## src/rtl/lsq_mem_issuer_pkg.sv

```systemverilog
// Shared types and constants for the load/store queue and its memory-request FSM.
package lsq_mem_issuer_pkg;

  localparam int LSQ_MEM_WORDS = 1024;
  localparam int LSQ_ROBEN_W   = 5;

  typedef enum logic [1:0] {
    S_IDLE  = 2'd0,
    S_REQ   = 2'd1,
    S_BCAST = 2'd2
  } lsq_state_e;

  typedef struct packed {
    logic                   is_store;
    logic [LSQ_ROBEN_W-1:0] roben;
    logic [31:0]            addr;
    logic [31:0]            data;
    logic                   committed;
  } lsq_entry_t;

endpackage

```

## src/rtl/lsq_fifo.sv

```systemverilog
// Circular buffer of memory ops in program order, with head-commit marking and selective flush.
module lsq_fifo
  import lsq_mem_issuer_pkg::*;
#(
  parameter int DEPTH = 4
) (
  input  logic                   clk,
  input  logic                   rst,
  input  logic                   push_i,
  input  lsq_entry_t             push_entry_i,
  input  logic                   pop_i,
  input  logic                   commit_i,
  input  logic [LSQ_ROBEN_W-1:0] commit_tag_i,
  input  logic                   flush_i,
  output lsq_entry_t             head_o,
  output logic                   head_valid_o,
  output logic                   full_o
);

  localparam int PTR_W = $clog2(DEPTH);
  localparam int CNT_W = PTR_W + 1;

  lsq_entry_t       mem_q [DEPTH];
  logic [PTR_W-1:0] head_q, head_d, tail_q, tail_d;
  logic [CNT_W-1:0] count_q, count_d;
  logic             do_push, do_pop, head_commit, head_keep;

  always_comb begin
    head_o       = mem_q[head_q];
    head_valid_o = (count_q != '0);
    full_o       = (count_q == CNT_W'(DEPTH));
    do_pop       = pop_i && head_valid_o;
    // A pop in the same cycle frees a slot, so a push is accepted even when full.
    do_push      = push_i && !flush_i && (!full_o || do_pop);
    head_commit  = commit_i && head_valid_o && head_o.is_store && (head_o.roben == commit_tag_i);
    head_keep    = head_valid_o && !do_pop && head_o.is_store && (head_o.committed || head_commit);
    head_d       = head_q + PTR_W'(do_pop);
    tail_d       = tail_q;
    count_d      = count_q;
    if (flush_i) begin
      // Only the head can ever be committed, so at most one entry survives a flush.
      tail_d  = head_keep ? head_d + PTR_W'(1) : head_d;
      count_d = head_keep ? CNT_W'(1) : '0;
    end else begin
      tail_d  = tail_q + PTR_W'(do_push);
      count_d = count_q + CNT_W'(do_push) - CNT_W'(do_pop);
    end
  end

  always_ff @(posedge clk or negedge rst) begin
    if (!rst) begin
      head_q  <= '0;
      tail_q  <= '0;
      count_q <= '0;
    end else begin
      head_q  <= head_d;
      tail_q  <= tail_d;
      count_q <= count_d;
    end
  end

  // Storage is only observed through count, so it needs no reset.
  always_ff @(posedge clk) begin
    if (head_commit) mem_q[head_q].committed <= 1'b1;
    if (do_push) begin
      mem_q[tail_q]           <= push_entry_i;
      mem_q[tail_q].committed <= 1'b0;
    end
  end

endmodule

```

## src/rtl/lsq_mem_issuer.sv

```systemverilog
// In-order LSQ front end: issues one memory request at a time and broadcasts load results on the CDB.
module lsq_mem_issuer
  import lsq_mem_issuer_pkg::*;
#(
  parameter int DEPTH     = 4,
  parameter int MEM_WORDS = LSQ_MEM_WORDS,
  parameter int ROBEN_W   = LSQ_ROBEN_W
) (
  input  logic               clk,
  input  logic               rst,
  input  logic               LSQ_alloc_valid,
  input  logic               LSQ_alloc_is_store,
  input  logic [ROBEN_W-1:0] LSQ_alloc_ROBEN,
  input  logic [31:0]        LSQ_alloc_address,
  input  logic [31:0]        LSQ_alloc_data,
  output logic               LSQ_full,
  input  logic               ROB_commit_store,
  input  logic [ROBEN_W-1:0] ROB_commit_ROBEN,
  input  logic               ROB_flush,
  output logic [ROBEN_W-1:0] ROBEN,
  output logic               Read_en,
  output logic               Write_en,
  output logic [31:0]        address,
  output logic [31:0]        data,
  input  logic [31:0]        MEMU_Result,
  input  logic [ROBEN_W-1:0] MEMU_ROBEN,
  output logic               CDB_valid,
  output logic [ROBEN_W-1:0] CDB_ROBEN,
  output logic [31:0]        CDB_value,
  output logic               CDB_exception,
  input  logic               CDB_grant,
  output logic               store_fault,
  output logic [1:0]         dbg_state
);

  lsq_state_e         state_q, state_d;
  lsq_entry_t         alloc_entry, head;
  logic               head_valid, pop, head_in_range;
  logic               read_en_q, read_en_d, write_en_q, write_en_d, req_load_q, req_load_d;
  logic [ROBEN_W-1:0] roben_q, roben_d, cdb_roben_q, cdb_roben_d;
  logic [31:0]        addr_q, addr_d, data_q, data_d, cdb_value_q, cdb_value_d;
  logic               cdb_valid_q, cdb_valid_d, cdb_exc_q, cdb_exc_d;
  logic               store_fault_q, store_fault_d;

  assign alloc_entry = '{is_store:  LSQ_alloc_is_store,
                         roben:     LSQ_ROBEN_W'(LSQ_alloc_ROBEN),
                         addr:      LSQ_alloc_address,
                         data:      LSQ_alloc_data,
                         committed: 1'b0};

  lsq_fifo #(.DEPTH(DEPTH)) u_fifo (
    .clk          (clk),
    .rst          (rst),
    .push_i       (LSQ_alloc_valid),
    .push_entry_i (alloc_entry),
    .pop_i        (pop),
    .commit_i     (ROB_commit_store),
    .commit_tag_i (LSQ_ROBEN_W'(ROB_commit_ROBEN)),
    .flush_i      (ROB_flush),
    .head_o       (head),
    .head_valid_o (head_valid),
    .full_o       (LSQ_full)
  );

  assign head_in_range = (head.addr < 32'(MEM_WORDS));

  // CDB handshake: CDB_valid rises with the result; tag/value/exception stay stable
  // until the first posedge sampling CDB_grant=1, which retires the broadcast.
  always_comb begin
    state_d       = state_q;
    pop           = 1'b0;
    read_en_d     = 1'b0;
    write_en_d    = 1'b0;
    req_load_d    = req_load_q;
    roben_d       = roben_q;
    addr_d        = addr_q;
    data_d        = data_q;
    cdb_valid_d   = cdb_valid_q;
    cdb_roben_d   = cdb_roben_q;
    cdb_value_d   = cdb_value_q;
    cdb_exc_d     = cdb_exc_q;
    store_fault_d = 1'b0;
    unique case (state_q)
      S_IDLE: begin
        if (head_valid && !head.is_store && !ROB_flush) begin
          pop = 1'b1;
          if (head_in_range) begin
            read_en_d  = 1'b1;
            req_load_d = 1'b1;
            roben_d    = ROBEN_W'(head.roben);
            addr_d     = head.addr;
            state_d    = S_REQ;
          end else begin
            cdb_valid_d = 1'b1;
            cdb_roben_d = ROBEN_W'(head.roben);
            cdb_value_d = '0;
            cdb_exc_d   = 1'b1;
            state_d     = S_BCAST;
          end
        end else if (head_valid && head.is_store && head.committed) begin
          pop = 1'b1;
          if (head_in_range) begin
            write_en_d = 1'b1;
            req_load_d = 1'b0;
            roben_d    = ROBEN_W'(head.roben);
            addr_d     = head.addr;
            data_d     = head.data;
            state_d    = S_REQ;
          end else begin
            store_fault_d = 1'b1;
          end
        end
      end
      S_REQ: begin
        state_d = S_IDLE;
        // A flushed load still finishes its memory cycle but never reaches the CDB.
        if (req_load_q && !ROB_flush) begin
          cdb_valid_d = 1'b1;
          cdb_roben_d = MEMU_ROBEN;
          cdb_value_d = MEMU_Result;
          cdb_exc_d   = 1'b0;
          state_d     = S_BCAST;
        end
      end
      S_BCAST: begin
        if (CDB_grant || ROB_flush) begin
          cdb_valid_d = 1'b0;
          state_d     = S_IDLE;
        end
      end
      default: state_d = S_IDLE;
    endcase
  end

  always_ff @(posedge clk or negedge rst) begin
    if (!rst) begin
      state_q       <= S_IDLE;
      read_en_q     <= 1'b0;
      write_en_q    <= 1'b0;
      req_load_q    <= 1'b0;
      roben_q       <= '0;
      addr_q        <= '0;
      data_q        <= '0;
      cdb_valid_q   <= 1'b0;
      cdb_roben_q   <= '0;
      cdb_value_q   <= '0;
      cdb_exc_q     <= 1'b0;
      store_fault_q <= 1'b0;
    end else begin
      state_q       <= state_d;
      read_en_q     <= read_en_d;
      write_en_q    <= write_en_d;
      req_load_q    <= req_load_d;
      roben_q       <= roben_d;
      addr_q        <= addr_d;
      data_q        <= data_d;
      cdb_valid_q   <= cdb_valid_d;
      cdb_roben_q   <= cdb_roben_d;
      cdb_value_q   <= cdb_value_d;
      cdb_exc_q     <= cdb_exc_d;
      store_fault_q <= store_fault_d;
    end
  end

  // The memory unit must echo the tag of the load it was handed.
  mem_tag_echo: assert property (@(posedge clk) disable iff (!rst)
    (state_q == S_REQ && read_en_q) |-> (MEMU_ROBEN == roben_q));

  assign ROBEN         = roben_q;
  assign Read_en       = read_en_q;
  assign Write_en      = write_en_q;
  assign address       = addr_q;
  assign data          = data_q;
  assign CDB_valid     = cdb_valid_q;
  assign CDB_ROBEN     = cdb_roben_q;
  assign CDB_value     = cdb_value_q;
  assign CDB_exception = cdb_exc_q;
  assign store_fault   = store_fault_q;
  assign dbg_state     = state_q;

endmodule

```

## config.mk

```make
export PLATFORM = sky130hd
export DESIGN_NAME = lsq_mem_issuer
export DESIGN_NICKNAME = d
export VERILOG_FILES = /design/src/rtl/lsq_mem_issuer_pkg.sv /design/src/rtl/lsq_fifo.sv /design/src/rtl/lsq_mem_issuer.sv
export SDC_FILE = /design/constraint.sdc
export NUM_CORES = 1
export LEC_CHECK = 0
export ABC_AREA = 1
export CAP_MARGIN = 10
export CORE_MARGIN = 1
export CORE_UTILIZATION = 40
export DETAILED_ROUTE_END_ITERATION = 16
export PLACE_DENSITY = 0.62
export SLEW_MARGIN = 30
export SYNTH_ARGS = -nofsm -noshare
export SYNTH_HDL_FRONTEND = slang
export SYNTH_SLANG_ARGS = --single-unit
export TNS_END_PERCENT = 20
```

## constraint.sdc

```tcl
create_clock -name clk -period 7.4 [get_ports clk]
set_clock_uncertainty 0.1 [all_clocks]
set_input_delay 2.22 -clock clk [delete_from_list [all_inputs] [get_ports clk]]
set_output_delay 2.22 -clock clk [all_outputs]
set_load 0.05 [all_outputs]
```

==> flow_summary.toml, run 1 <==
[sta]
fmax_mhz = 197
rsz0062_at_grt = "false"
period_needed_ns = 5.08
slew-limit-headroom = 0.405
finalCritPeriodShare = 0.687
setup_viol = 0
hold_viol = 0
finalMaxSlewViolations = 0
tns_ns = 0
worst_pin_slew_ns = 0.890

[min_path]
min_path_type = "flop to flop"

[route]
wl_met1_um = 15700
met2_length_um = 16300
met3_length_um = 2450
dr.max_layer_used = "met5"
detail_route.drc_violations = 0
avgRoutedWirePerCell_um = 17.3
first_pass_iters = 7
antenna_left = 0
vias = 9860
wirelength_um = 35000
drtIter0Drc = 520
drt-vias-per-instance = 4.88

[power]
ir_drop_v = 0.000191
powerDensity_nw_per_um2 = 317
p_leak_nw = 8.04

[finish]
nNetsFinal = 1596
drive_gt1_frac = 0.0624
area_growth_pct = 27.0
postLayoutCellArea_um2 = 19600
most-common-layout-cells = "350 x nand2_1, 280 x edfxtp_1, 230 x clkdlybuf4s50_1"
mostFrequentLayoutCell = "nand2_1"

[clocking]
clock-root-buffer = "clkbuf_16"
clk_latency_ns = 0.57
cts_setup_buffers = 0
path_clk_slew_ns = 0.06
htreeDepth = 2
cts.sink_count = 405
cts_resized = 0
cts_buffers = 42
cts_tree = "done"
cts_hold_buf = 0
cts_buffer_depth = 3

[global_route]
antenna_found_initial = 5
grt.total_usage = 0.181
grt_pass1_vias = 9695
grt_max_degree = 68
grt_overflow = 0
grt_pass1_wl_um = 54500

[synth]
synthArstFlopShare = 0.299
synth-edff-count = 280
syn_nets = 1366
syn_area_per_cell_um2 = 12.4
yosys_warnings = 0
syn_area_um2 = 15400
synth.distinct_cells = 35
yosysSeqAreaShare = 0.746
synthFlopType = "edfxtp_1"
syn_inst = 1243
ys_seq_elements = 405

[die]
die_x_um = 198
die_y_um = 198
fp-row-count = 71
io_pins = 232
die-area_um2 = 39400
start_util = 0.408
coreArea_um2 = 37800

[worst_setup_path]
crit_end = "u_fifo.mem_q[1][25]"
arrival_ns = 5.22
start_kind = "input pin"
rr_startpoint = "u_fifo.head_q[0]"
r2r_cells = 14
critPathKind = "input pin to flop"
startpoint = "ROB_flush"
rr_endpoint = "CDB_value[20]"
r2r_slack_ns = 2.83
cp_max_fo = 41
end_kind = "flop"
cp.required_ns = 7.54

[flow_run]
drv_cap = 0

[placed_design]
portBuffers = 231
finalWeightedCongestion = 0.802
postPlaceCellArea_um2 = 18300
dpl.hpwl_um = 22000

[outcome]
outcome = "complete, no violations"
[per-stage QoR]
stage / total power, mW / setup slack, ns / std cells / utilization / hold slack (ns)
2_1_floorplan: 3.78 / 0.807 / 1243 / - / 0.389
3_3_place_gp: 4.25 / 1.78 / 1940 / 0.482 / 0.348
3_5_place_dp: 4.27 / 1.72 / 1940 / 0.482 / 0.351
4_1_cts: 6.32 / 2.32 / 2018 / 0.518 / 0.368
5_1_grt: 6.57 / 2.08 / 2019 / 0.518 / 0.387
6_report: 6.22 / 2.32 / 2020 / 0.518 / 0.362
[sequential cells by signal (all words and copies together), names as in the netlist, 2 cells and up]
signal          count
u_fifo.tail_q       2
u_fifo.head_q       2
dbg_state           2
address            32
CDB_value          32
data               32
ROBEN               5
CDB_ROBEN           5
u_fifo.mem_q      284
u_fifo.count_q      3
[layer usage]
metal	global-route usage	vias to the layer above
li1	-	4743
met1	0.243	4779
met2	0.291	285
met3	0.0459	47
met4	0.0500	6
met5	0	-
[cell type report]
class                      instances  area (um^2)
fill                            3270        18200
antenna                            2         5.00
multi-input combinational        663         3250
inverter                         117          443
clock inverter                    17          183
timing repair buffer             244         2410
sequential                       405        11500
clock buffer                      61         1150
tap                              511          639
[power breakdown]
group	switching [mW]	internal [mW]	total, mW
registers	0.0848	2.65	2.73
logic	0.975	0.484	1.46
clock network	0.864	1.17	2.03
total	1.92	4.30	6.22
[cell usage after synthesis (all sizes together) (2+ instances only)]
library cell	instances	area, um^2
nor2	78	305
edfxtp	280	8410
inv	117	439
xor2	4	35.0
nand2	353	1330
clkbuf	28	106
a221oi	39	342
nand3	57	285
a21oi	4	20.0
a22oi	8	60.1
o21bai	2	15.0
dfxtp	4	80.1
buf	30	161
ha	4	50.1
nor3	3	15.0
o21ai	54	270
dfrtp	121	3030
a22o	39	342
nand4	10	62.6
o211ai	2	15.0
[cells by family after synthesis]
group | after synthesis | share of synthesized area
buffers and inverters | 175 | 0.0458
adder cells (fa/ha/maj) | 5 | 0.00454
AO/OA/AOI/OAI | 150 | 0.0698
flip-flops | 405 | 0.746
XOR/XNOR | 5 | 0.00284
AND/OR/NAND/NOR | 503 | 0.131
[how the worst min path moves through the flow]
stage / startpoint / cells past startpoint / end / slack [ns]
final: address[27] / 2 / address[27] / 0.36
after detailed placement: address[30] / 2 / address[30] / 0.35
after CTS: address[30] / 2 / address[30] / 0.37
after global placement: address[27] / 2 / address[27] / 0.35
after floorplan: u_fifo.mem_q[1][0] / 4 / u_fifo.mem_q[1][0] / 0.39
after global routing: address[16] / 2 / address[16] / 0.39
[worst max-delay path, cell delays in order]
cell             delay (ns)
clkdlybuf4s50_1        0.70
nor2_1                 0.10
nand3_1                0.19
nor2_1                 0.10
nor2_1                 0.26
nand2_1                0.08
nand2_1                0.25
inv_1                  0.15
nand2_1                0.13
clkinv_2               0.46
buf_4                  0.53
Power figures use the tool's default switching activity.
==> run 2, diff against run 1 <==
--- a/config.mk
+++ b/config.mk
@@ -10,7 +10,7 @@
 export CORE_MARGIN = 1
 export CORE_UTILIZATION = 40
 export DETAILED_ROUTE_END_ITERATION = 16
-export PLACE_DENSITY = 0.62
+export PLACE_DENSITY = 0.64
 export SLEW_MARGIN = 30
 export SYNTH_ARGS = -nofsm -noshare
 export SYNTH_HDL_FRONTEND = slang
==> constraint.sdc (replaced) <==
create_clock -name clk -period 4.34 [get_ports clk]
set_clock_uncertainty 0.1 [all_clocks]
set_input_delay 1.302 -clock clk [delete_from_list [all_inputs] [get_ports clk]]
set_output_delay 1.302 -clock clk [all_outputs]
set_load 0.05 [all_outputs]
==> flow_summary.toml, run 2 (synthesis results as in run 1) <==
[worst_setup_path]
rr_startpoint = "u_fifo.head_q[1]"
critPathKind = "flop to output pin"
cp_max_fo = 4
arrival_ns = 2.38
end_kind = "output pin"
crit_buf_inv = 1
rr_endpoint = "u_fifo.count_q[2]"
crit_slowest_cell = "clkdlybuf4s50_1"
r2r_slack_ns = 0.89
cp_top_family = "buffers and inverters"
cp.required_ns = 2.94
start_kind = "flop"
max_stage_delay_ns = 0.91
r2r_cells = 16
path_cells = "nor3b_1 -> clkdlybuf4s50_1"

[flow_run]
drv_cap = 0

[clocking]
clock-root-buffer = "clkbuf_16"
cts_hold_buf = 0
clk_latency_ns = 0.57
cts_resized = 0
cts.sink_count = 405
cts_setup_buffers = 0
cts_tree = "done"
cts_buffers = 44
path_clk_slew_ns = 0.05
htreeDepth = 2
cts_buffer_depth = 3

[finish]
most-common-layout-cells = "350 x nand2_1, 280 x edfxtp_1, 230 x clkdlybuf4s50_1"
top_register = "u_fifo.mem_q"
drive_gt1_frac = 0.0711
mostFrequentLayoutCell = "nand2_1"
nNetsFinal = 1609
largest_register_ffs = 284
final_util = 0.524
area_growth_pct = 28.4

[power]
powerDensity_nw_per_um2 = 546
p_leak_nw = 8.16
power_frac_comb = 0.237
power_frac_clock = 0.334
internal_power_mw = 7.52
swShare = 0.305
p_switching_mw = 3.31
power_mw = 10.8
ir_drop_v = 0.000326
pwr-share-seq = 0.429

[die]
io_pins = 232
fp-row-count = 71
die_y_um = 198
die_x_um = 198
start_util = 0.408
coreArea_um2 = 37800
die-area_um2 = 39400

[sta]
setup_ws_ns = 0.558
setup_viol = 0
worst_pin_slew_ns = 0.861
period_needed_ns = 3.78
whs_ns = 0.363
hold_viol = 0
finalMaxSlewViolations = 0
slew-limit-headroom = 0.423
rsz0062_at_grt = "false"
fmax_mhz = 264
finalCritPeriodShare = 0.871

[placed_design]
portBuffers = 231
finalWeightedCongestion = 0.810
dp_slack_ns = 0.494
dpl.hpwl_um = 21500

[route]
vias = 9834
detail_route.drc_violations = 0
drtIter0Drc = 463
first_pass_iters = 5
avgRoutedWirePerCell_um = 17.1
antenna_left = 0
drt-vias-per-instance = 4.84
wirelength_um = 34700

[global_route]
antenna_found_initial = 4
grt_max_degree = 75
grt_pass1_wl_um = 53900
grt_overflow = 0
grt_pass1_vias = 9814
grt.total_usage = 0.179

[outcome]
outcome = "complete, no violations"

[min_path]
hold_path_depth = 2
whs_endpoint = "address[26]"
min_path_type = "flop to flop"
hold_start = "address[26]"
[run 2: changes by cell type in the layout (fill, tap and decap cells not counted), sizes merged]
cell      previous run  this run
clkinvlp             3         2
clkinv              13        19
inv                116       117
bufinv               2         4
clkbuf              61        55
buf                 14        25
[run 2: final cells by class]
type | instances | area [um^2]
sequential | 405 | 11500
multi-input combinational | 663 | 3250
inverter | 117 | 442
clock inverter | 25 | 258
fill | 3263 | 18000
clock buffer | 55 | 1150
tap | 511 | 639
timing repair buffer | 255 | 2560
antenna | 2 | 5.00
[run 2: worst reg2reg max path: stages, from the launching register on]
cell	delay (ns)
dfrtp_1	0.64
inv_2	0.16
nor2_4	0.10
buf_4	0.36
a21oi_1	0.19
nand2_1	0.13
nand2_1	0.08
nor3_1	0.20
nor2_1	0.14
nand2_1	0.09
nand2_1	0.17
inv_1	0.18
ha_1	0.17
inv_1	0.05
fa_1	0.37
xor2_1	0.16
nor2_1	0.05
[run 2: worst max path at each step]
stage	start	end	slack [ns]	cells past startpoint
final	u_fifo.count_q[1]	LSQ_full	0.56	2
after global routing	u_fifo.count_q[1]	LSQ_full	0.46	2
after CTS	u_fifo.count_q[1]	LSQ_full	0.46	2
after detailed placement	ROB_flush	u_fifo.count_q[1]	0.49	12
after global placement	ROB_flush	u_fifo.count_q[2]	0.51	13
after floorplan	ROB_flush	u_fifo.mem_q[2][10]	-0.18	8
[run 2: through the flow]
step | instances | TNS (ns) | area (um^2)
2_1_floorplan | 1243 | -24.80 | 15400
3_3_place_gp | 1951 | 0 | 18400
3_5_place_dp | 1951 | 0 | 18400
4_1_cts | 2031 | 0 | 19800
5_1_grt | 2031 | 0 | 19800
6_report | 2033 | 0 | 19800
[run 2: power by group through the flow]
stage	clock, mW	sequential, mW	combinational (mW)
final	3.62	4.64	2.56
after global routing	3.87	4.67	2.86
after CTS	3.72	4.64	2.61
after detailed placement	0	4.72	2.60
after global placement	0	4.71	2.58
after floorplan	0	4.80	1.63
[run 2: routing by layer]
metal  track usage  vias to the layer above  share of wire
li1              -                     4765              -
met1         0.235                     4715           0.44
met2         0.290                      297           0.46
met3        0.0492                       51          0.080
met4        0.0485                        6          0.019
met5             0                        -         0.0014
==> run 3, diff against run 2 <==
--- a/config.mk
+++ b/config.mk
@@ -7,7 +7,7 @@
 export LEC_CHECK = 0
 export ABC_AREA = 1
 export CAP_MARGIN = 10
-export CORE_MARGIN = 1
+export CORE_MARGIN = 5
 export CORE_UTILIZATION = 40
 export DETAILED_ROUTE_END_ITERATION = 16
 export PLACE_DENSITY = 0.64
==> flow_summary.toml, run 3 (synthesis results as in run 1) <==
[worst_setup_path]
end_kind = "output pin"
critPathKind = "flop to output pin"
cp.required_ns = 2.94
arrival_ns = 2.43
start_kind = "flop"
r2r_slack_ns = 0.68
cp_max_fo = 4

[global_route]
grt_overflow = 0
grt.total_usage = 0.168
grt_pass1_wl_um = 55800
grt_max_degree = 102
antenna_found_initial = 3
grt_pass1_vias = 9967

[die]
die-area_um2 = 42600
die_y_um = 206
fp-row-count = 72
coreArea_um2 = 38400
start_util = 0.402
io_pins = 232
die_x_um = 206

[route]
drt-vias-per-instance = 4.84
detail_route.drc_violations = 0
first_pass_iters = 5
drtIter0Drc = 537
antenna_left = 0
avgRoutedWirePerCell_um = 17.8
vias = 9872
wirelength_um = 36200

[clocking]
cts_setup_buffers = 0
clock-root-buffer = "clkbuf_16"
clk_latency_ns = 0.57
cts_buffer_depth = 3
cts.sink_count = 405
htreeDepth = 2
path_clk_slew_ns = 0.06
cts_hold_buf = 0
cts_buffers = 44
cts_resized = 0
cts_tree = "done"

[power]
powerDensity_nw_per_um2 = 549
p_leak_nw = 8.16
power_frac_clock = 0.338
power_frac_comb = 0.235
pwr-share-seq = 0.427
ir_drop_v = 0.000277
internal_power_mw = 7.53
swShare = 0.309
p_switching_mw = 3.36

[finish]
mostFrequentLayoutCell = "nand2_1"
drive_gt1_frac = 0.0770
largest_register_ffs = 284
multi_input_area_um2 = 3250
top_register = "u_fifo.mem_q"
regArea_um2 = 11500
nNetsFinal = 1607
most-common-layout-cells = "350 x nand2_1, 280 x edfxtp_1, 230 x clkdlybuf4s50_1"
fillers = 3356
postLayoutCellArea_um2 = 19900
area_growth_pct = 28.7

[placed_design]
dpl.hpwl_um = 22700
portBuffers = 231
finalWeightedCongestion = 0.766
postPlaceCellArea_um2 = 18400

[outcome]
outcome = "complete, no violations"

[sta]
rsz0062_at_grt = "false"
finalCritPeriodShare = 0.882
hold_viol = 0
worst_pin_slew_ns = 0.853
finalMaxSlewViolations = 0
tns_ns = 0
period_needed_ns = 3.83
fmax_mhz = 261
setup_viol = 0
slew-limit-headroom = 0.431

[min_path]
min_path_type = "flop to flop"

[flow_run]
drv_cap = 0
==> run 3: critical path, stage by stage, from the launching register on <==
cell and delay, ns:
dfrtp_1 0.43, nor3b_1 0.52, clkdlybuf4s50_1 0.92
==> run 3: power groups by stage <==
stage | Clock (mW) | Sequential (mW) | Combinational [mW]
3_3_place_gp | 0 | 4.71 | 2.59
4_1_cts | 3.79 | 4.65 | 2.62
6_report | 3.68 | 4.65 | 2.56
3_5_place_dp | 0 | 4.72 | 2.61
5_1_grt | 3.96 | 4.67 | 2.88
2_1_floorplan | 0 | 4.80 | 1.63
==> run 3: metrics by stage <==
step	std cells	power, mW	hold WS [ns]	setup WS, ns	utilization
finish	2039	10.9	0.364	0.511	0.517
global route	2038	11.5	0.385	0.272	0.517
CTS	2038	11.1	0.366	0.454	0.517
detailed placement	1956	7.33	0.351	0.426	0.479
global placement	1956	7.31	0.352	0.463	0.479
floorplan	1243	6.44	0.389	-0.177	-
==> run 3: routing by layer <==
metal / wire length (um) / vias up / global-route usage
met4: 605 / 4 / 0.0456
met2: 17600 / 262 / 0.277
met1: 15700 / 4799 / 0.225
met5: 24 / - / 0
met3: 2320 / 44 / 0.0400
li1: - / 4763 / -
==> run 3: final cells by class <==
cell class | count | area share
clock buffer | 54 | 0.0594
sequential | 405 | 0.580
multi-input combinational | 663 | 0.164
clock inverter | 28 | 0.0142
inverter | 117 | 0.0223
antenna | 1 | 0.000126
timing repair buffer | 253 | 0.128
tap | 518 | 0.0327
==> run 3: path summary, 6_finish.rpt <==
kind | from | to | depth (start not counted)
min | address[22] | address[22] | 2
max reg2reg | u_fifo.head_q[1] | data[10] | 12
max | u_fifo.count_q[1] | LSQ_full | 2
max in group asynchronous | rst | address[23] | 2
min in group asynchronous | rst | ROBEN[0] | 1
min reg2reg | address[22] | address[22] | 2
